### src/rtl/fft_6_pkg.sv
// Shared constants and helpers for the 8-point FFT butterfly datapath.
package fft_6_pkg;

    localparam int DEF_DATA_W  = 12;
    localparam int DEF_TW_W    = 12;
    localparam int DEF_TW_FRAC = 7;

    // Half-LSB offset added before the floor shift so the shift rounds half up.
    function automatic int round_const(input int frac);
        return 1 << (frac - 1);
    endfunction

    function automatic int sat_max(input int w);
        return (1 << (w - 1)) - 1;
    endfunction

    function automatic int sat_min(input int w);
        return -(1 << (w - 1));
    endfunction

    localparam int ROUND_C = round_const(DEF_TW_FRAC);
    localparam int SAT_MAX = sat_max(DEF_DATA_W);
    localparam int SAT_MIN = sat_min(DEF_DATA_W);

endpackage

### src/rtl/fft_butterfly_6_cmul.sv
// Complex multiply b*W: registered partial products, then combine and round to data scale.
module cmul_6 import fft_6_pkg::*; #(
    parameter int DATA_W  = DEF_DATA_W,
    parameter int TW_W    = DEF_TW_W,
    parameter int TW_FRAC = DEF_TW_FRAC
) (
    input  logic                          clk,
    input  logic                          rst_n,
    input  logic                          en,
    input  logic signed [DATA_W-1:0]      b_re,
    input  logic signed [DATA_W-1:0]      b_im,
    input  logic signed [TW_W-1:0]        w_re,
    input  logic signed [TW_W-1:0]        w_im,
    output logic signed [DATA_W+TW_W:0]   t_re,
    output logic signed [DATA_W+TW_W:0]   t_im
);

    localparam int PW = DATA_W + TW_W;
    localparam int TW = PW + 1;
    localparam logic signed [TW-1:0] RND = TW'(round_const(TW_FRAC));

    logic signed [PW-1:0] pr1, pr2, pr3, pr4;
    logic signed [TW-1:0] sum_re, sum_im;

    // Product register stage, advancing only when an occupied stage moves.
    always_ff @(posedge clk) begin
        if (!rst_n) begin
            pr1 <= '0;
            pr2 <= '0;
            pr3 <= '0;
            pr4 <= '0;
        end else if (en) begin
            pr1 <= b_re * w_re;
            pr2 <= b_im * w_im;
            pr3 <= b_re * w_im;
            pr4 <= b_im * w_re;
        end
    end

    // Combine with one guard bit, then round half up via a floor shift.
    always_comb begin
        sum_re = TW'(pr1) - TW'(pr2);
        sum_im = TW'(pr3) + TW'(pr4);
        t_re   = (sum_re + RND) >>> TW_FRAC;
        t_im   = (sum_im + RND) >>> TW_FRAC;
    end

endmodule

### src/rtl/spin_table_6.sv
// Twiddle LUT: W8^idx = exp(-j*2*pi*idx/8) scaled to +-127.
module spin_table_6 import fft_6_pkg::*; #(
    parameter int TW_W = DEF_TW_W
) (
    input  logic        [2:0]      idx,
    output logic signed [TW_W-1:0] w_re,
    output logic signed [TW_W-1:0] w_im
);

    // Eight-entry constant table; 90 approximates 127/sqrt(2).
    always_comb begin
        w_re = '0;
        w_im = '0;
        case (idx)
            3'd0: begin w_re = TW_W'(127);  w_im = TW_W'(0);    end
            3'd1: begin w_re = TW_W'(90);   w_im = TW_W'(-90);  end
            3'd2: begin w_re = TW_W'(0);    w_im = TW_W'(-127); end
            3'd3: begin w_re = TW_W'(-90);  w_im = TW_W'(-90);  end
            3'd4: begin w_re = TW_W'(-127); w_im = TW_W'(0);    end
            3'd5: begin w_re = TW_W'(-90);  w_im = TW_W'(90);   end
            3'd6: begin w_re = TW_W'(0);    w_im = TW_W'(127);  end
            default: begin w_re = TW_W'(90); w_im = TW_W'(90);  end
        endcase
    end

endmodule

### src/rtl/fft_butterfly_6.sv
// Pipelined radix-2 DIT butterfly: X = a + b*W, Y = a - b*W, three stages, valid/ready.
module fft_butterfly_6 import fft_6_pkg::*; #(
    parameter int DATA_W  = DEF_DATA_W,
    parameter int TW_W    = DEF_TW_W,
    parameter int TW_FRAC = DEF_TW_FRAC,
    parameter bit SCALE   = 1'b0
) (
    input  logic                     clk,
    input  logic                     rst_n,
    input  logic                     in_valid,
    output logic                     in_ready,
    input  logic signed [DATA_W-1:0] in_a_re,
    input  logic signed [DATA_W-1:0] in_a_im,
    input  logic signed [DATA_W-1:0] in_b_re,
    input  logic signed [DATA_W-1:0] in_b_im,
    input  logic        [2:0]        in_tw_idx,
    output logic                     out_valid,
    input  logic                     out_ready,
    output logic signed [DATA_W-1:0] out_x_re,
    output logic signed [DATA_W-1:0] out_x_im,
    output logic signed [DATA_W-1:0] out_y_re,
    output logic signed [DATA_W-1:0] out_y_im,
    output logic                     out_sat
);

    localparam int TW = DATA_W + TW_W + 1;
    localparam int SW = TW + 1;
    localparam logic signed [SW-1:0] SAT_HI = SW'(sat_max(DATA_W));
    localparam logic signed [SW-1:0] SAT_LO = SW'(sat_min(DATA_W));

    logic                     v1, v2, v3, adv;
    logic signed [DATA_W-1:0] a1_re, a1_im, b1_re, b1_im, a2_re, a2_im;
    logic signed [TW_W-1:0]   tw_re, tw_im, w1_re, w1_im;
    logic signed [TW-1:0]     t_re, t_im;
    logic signed [SW-1:0]     x_re_f, x_im_f, y_re_f, y_im_f;

    function automatic logic signed [DATA_W-1:0] clip(input logic signed [SW-1:0] v);
        if (v > SAT_HI) return SAT_HI[DATA_W-1:0];
        else if (v < SAT_LO) return SAT_LO[DATA_W-1:0];
        else return v[DATA_W-1:0];
    endfunction

    function automatic logic clips(input logic signed [SW-1:0] v);
        return (v > SAT_HI) || (v < SAT_LO);
    endfunction

    // Whole pipeline moves as one unless the output stage is full and blocked.
    assign adv       = out_ready | ~v3;
    assign in_ready  = adv;
    assign out_valid = v3;

    spin_table_6 #(.TW_W(TW_W)) u_spin (
        .idx  (in_tw_idx),
        .w_re (tw_re),
        .w_im (tw_im)
    );

    cmul_6 #(.DATA_W(DATA_W), .TW_W(TW_W), .TW_FRAC(TW_FRAC)) u_cmul (
        .clk   (clk),
        .rst_n (rst_n),
        .en    (adv & v1),
        .b_re  (b1_re),
        .b_im  (b1_im),
        .w_re  (w1_re),
        .w_im  (w1_im),
        .t_re  (t_re),
        .t_im  (t_im)
    );

    // Full-width add/sub; optional halving with round half up before the clamp.
    always_comb begin
        x_re_f = SW'(a2_re) + SW'(t_re);
        x_im_f = SW'(a2_im) + SW'(t_im);
        y_re_f = SW'(a2_re) - SW'(t_re);
        y_im_f = SW'(a2_im) - SW'(t_im);
        if (SCALE) begin
            x_re_f = (x_re_f + SW'(1)) >>> 1;
            x_im_f = (x_im_f + SW'(1)) >>> 1;
            y_re_f = (y_re_f + SW'(1)) >>> 1;
            y_im_f = (y_im_f + SW'(1)) >>> 1;
        end
    end

    // Stage valids and data; data registers load only behind a valid sample.
    always_ff @(posedge clk) begin
        if (!rst_n) begin
            v1       <= 1'b0;
            v2       <= 1'b0;
            v3       <= 1'b0;
            a1_re    <= '0;
            a1_im    <= '0;
            b1_re    <= '0;
            b1_im    <= '0;
            w1_re    <= '0;
            w1_im    <= '0;
            a2_re    <= '0;
            a2_im    <= '0;
            out_x_re <= '0;
            out_x_im <= '0;
            out_y_re <= '0;
            out_y_im <= '0;
            out_sat  <= 1'b0;
        end else if (adv) begin
            v1 <= in_valid;
            v2 <= v1;
            v3 <= v2;
            if (in_valid) begin
                a1_re <= in_a_re;
                a1_im <= in_a_im;
                b1_re <= in_b_re;
                b1_im <= in_b_im;
                w1_re <= tw_re;
                w1_im <= tw_im;
            end
            if (v1) begin
                a2_re <= a1_re;
                a2_im <= a1_im;
            end
            if (v2) begin
                out_x_re <= clip(x_re_f);
                out_x_im <= clip(x_im_f);
                out_y_re <= clip(y_re_f);
                out_y_im <= clip(y_im_f);
                out_sat  <= clips(x_re_f) | clips(x_im_f) | clips(y_re_f) | clips(y_im_f);
            end
        end
    end

endmodule

### config.mk
export PLATFORM = sky130hd
export DESIGN_NAME = fft_butterfly_6
export DESIGN_NICKNAME = d
export VERILOG_FILES = /design/src/rtl/fft_6_pkg.sv /design/src/rtl/fft_butterfly_6_cmul.sv /design/src/rtl/spin_table_6.sv /design/src/rtl/fft_butterfly_6.sv
export SDC_FILE = /design/constraint.sdc
export NUM_CORES = 2
export LEC_CHECK = 0
export BUFFER_PORTS_ARGS = -buffer_cell sky130_fd_sc_hd__buf_2
export CAP_MARGIN = 30
export CELL_PAD_IN_SITES_DETAIL_PLACEMENT = 1
export CELL_PAD_IN_SITES_GLOBAL_PLACEMENT = 2
export CORE_UTILIZATION = 25
export CTS_BUF_LIST = sky130_fd_sc_hd__clkbuf_4
export DETAILED_ROUTE_END_ITERATION = 8
export PLACE_DENSITY_LB_ADDON = 0.12
export RECOVER_POWER = 25
export SETUP_SLACK_MARGIN = 0.1
export SYNTH_ARGS = -nofsm -noshare
export SYNTH_HDL_FRONTEND = slang
export SYNTH_SLANG_ARGS = --single-unit
### constraint.sdc
create_clock -name clk -period 6.8 [get_ports clk]
set_input_delay 0 -clock clk [delete_from_list [all_inputs] [get_ports clk]]
set_output_delay 0 -clock clk [all_outputs]
set_load 0.02 [all_outputs]
==> impl_metrics.toml <==
[floorplanning]
placement_rows = 135
chipHeight_microns = 372
std_cell_core_area_sq_um = 136000
die_w_microns = 372
die-area_sq_um = 138000
design.portCount = 106
initial_utilization = 0.252

[worst_setup_path]
cp.required_ns = 7.60
critPathKind = "flop to flop"
arrival_time_at_the_worst_endpoint_ns = 6.96
critPathMaxFanout = 13
bufs_and_invs_on_worst_path = 3
critPathLaunchType = "flop"
cp_cell_sequence = "buf_4 > and2_1 > fa_1 > ha_1 > inv_1 > fa_1 > fa_1 > fa_1 > inv_1 > ha_1 > a21oi_1 > o21ai_0 > o31ai_1 > o21ai_0 > o41ai_1 > o21ai_0 > o41a_1 > nand4_1 > o211ai_1"
cp-end-kind = "flop"
crit_top_cell = "sky130_fd_sc_hd__fa_1"
critPathSlowestCell = "sky130_fd_sc_hd__dfxtp_1"
cp_top_family = "adder cells"
critical-path-max-stage-delay_ns = 0.53

[route]
dr_total_vias = 26000
routed_wire_length_per_instance_microns = 18.0
avgViaCountPerCell = 4.36
ant_nets = 0
finalWirelength_microns = 108000
first_iter_violations = 778
drt_drc_violations_left = 0
drt_pre_antenna_iters = 5

[clock_tree]
clock_transition_at_the_register_clock_pins_on_the_worst_setup_and_hold_paths_after_cts_ns = 0.07
insertion_delay_ns = 0.94
cts_hold_buf = 175
clock_tree.buffer_depth = 3
cts.htree.levels = 3
clk_root_buffer_cell = "sky130_fd_sc_hd__clkbuf_4"
cts_sinks = 230
postCtsSetupBuffers = 0
cts_tree = "done"
number_of_buffers_created_by_cts = 80
cts_repair_resized_insts = 0

[timing]
drv_slew = 163
tns_ns = 0
hold_violations = 0
fin_worst_hold_slack_ns = 0.428
max-slew-margin-rel = -1.22
fmax_mhz = 162
post-route-min-period_ns = 6.16
rsz0062_at_grt = "false"
worst_slew_pin_slew_ns = 3.32
worst_clock_skew_ns = 0.0866
timing.final.crit_share = 0.905
timing.final.setup_violations = 0
setup_ws_ns = 0.645

[logic_synthesis]
synth_top_cell_area_share = 0.313
synth_area_per_cell_sq_um = 8.88
synth_most_common_cell = "sky130_fd_sc_hd__inv_1"
synth.largest_area_cell = "sky130_fd_sc_hd__fa_1"
async_reset_ff_frac = 0
yosys-top-cells-count = "743 x sky130_fd_sc_hd__inv_1, 535 x sky130_fd_sc_hd__fa_1, 410 x sky130_fd_sc_hd__nand2_1"
ys.warnings.count = 0
synth_cell_type_count = 86
synth.ff_latch_count = 230
synth_sequential_area_ratio = 0.135
synthTopCellsByArea = "sky130_fd_sc_hd__fa_1 31%, sky130_fd_sc_hd__dfxtp_1 13%, sky130_fd_sc_hd__ha_1 13%"
syn-instance-count = 3851
syn_area_sq_um = 34200
synthFlopType = "sky130_fd_sc_hd__dfxtp_1"
synth_enable_flop_cells = 0
nets_in_the_synthesized_netlist = 4803

[pwr]
vdd_ir_drop_max_mv = 0.0810
power.density_cell_area_nw_per_um2 = 170
power_leakage_nw = 18.4

[placement]
dp_cells = 5658
routabilityCongestion = 0.759
post_dp_cell_area_sq_um = 37000
placement.setup.worst_slack_ns = 0.594
placement.io_buffers = 105
post-dp-hpwl_microns = 88800

[run_status]
failed_checks = "capacitance limit, slew limit"
result_of_the_run = "complete, but fails checks"

[grt]
grt_pass1_wl_microns = 172000
met2_routing_resource_usage_after_global_routing = 0.271
grt_busiest_layer = "met2"
use_met3 = 0.0202
aggregate_global_route_resource_usage = 0.162
grt_max_degree = 163
grtUsageMet1 = 0.223
antenna_found_initial = 12
grt-ovfl-total = 0
via_count_of_the_first_global_routing_pass = 29500

[layout]
syn2layout_area_growth_pct = 15.8
final_non_filler_cell_area_sq_um = 39600
layout-drive-gt1-share = 0.0702
num-fill-cells = 15900
layoutNonFillerInstCount = 5963
finish.net_count = 5086

[worst_hold_path]
worst_hold_path_class = "primary input to flop"

[job]
max-cap-violations = 1
-- cell families (layout without fill, tap and decap cells) --
kind of cell / after synthesis / in the layout / share of synthesized area
xor+xnor: 191 / 191 / 0.0489
simple gates: 1000 / 1000 / 0.143
other cells: 0 / 7 / 0
buf+inv: 902 / 1226 / 0.0995
compound gates: 623 / 623 / 0.126
mux: 5 / 5 / 0.00146
flops: 230 / 230 / 0.135
fa+ha+maj: 900 / 900 / 0.447
-- final cells by class --
class,instances,area (sq um),share of cell area
clock inverters,18,96.3,0.00243
multi-input cells,2719,26200,0.662
clock buffers,105,788,0.0199
inverters,746,2800,0.0708
diodes,7,17.5,0.000442
repair buffers,357,2840,0.0717
flip-flops and latches,230,4610,0.116
well taps,1781,2230,0.0563
-- worst reg2reg max path: cells and delay by family, from the launching register on --
family,cells,cell delay (ns)
buf+inv,3,0.36
compound gates,8,2.27
fa+ha+maj,6,2.53
simple gates,2,0.35
flops,1,0.53
-- flip-flops by register name, indices dropped and copies added (netlist names), 24 cells and up --
register and count:
u_cmul.pr4 24, u_cmul.pr1 24, u_cmul.pr3 24, u_cmul.pr2 24
-- metrics by stage --
stage | power [W] | utilization
2_1_floorplan | 0.00407 | -
3_3_place_gp | 0.00531 | 0.273
3_5_place_dp | 0.00531 | 0.273
4_1_cts | 0.00695 | 0.292
5_1_grt | 0.00741 | 0.292
6_report | 0.00675 | 0.292
-- final timing paths --
path | startpoint | to | slack (ns) | cells after the start
hold / removal | in_b_im[10] | b1_im[10] | 0.43 | 5
hold reg to reg | a1_re[2] | a2_re[2] | 0.46 | 2
setup reg to reg | w1_re[5] | u_cmul.pr4[22] | 0.64 | 19
setup / recovery | w1_re[5] | u_cmul.pr4[22] | 0.64 | 19
-- per-layer routing --
layer / vias up / routed length [microns]
li1: 12800 / -
met1: 12900 / 53300
met2: 235 / 50400
met3: 87 / 2440
met4: 0 / 1380
met5: - / 0
-- where the power goes --
part | total (W) | internal, W | switching [W]
Clock | 0.00146 | 0.000709 | 0.000750
Sequential | 0.00154 | 0.00143 | 0.000109
Combinational | 0.00374 | 0.00147 | 0.00227
Total | 0.00675 | 0.00361 | 0.00313
-- layout by cell type, fill, tap and decap left out, drive strengths merged, types with 118 or more instances in the layout --
| master | count |
|---|---|
| clkbuf | 158 |
| dfxtp | 230 |
| ha | 362 |
| and2 | 210 |
| fa | 535 |
| dlygate4sd3 | 175 |
| xnor2 | 133 |
| nand2 | 410 |
| o21ai | 118 |
| inv | 748 |
| buf | 129 |
| a21oi | 140 |
Power figures use the tool's default switching activity.
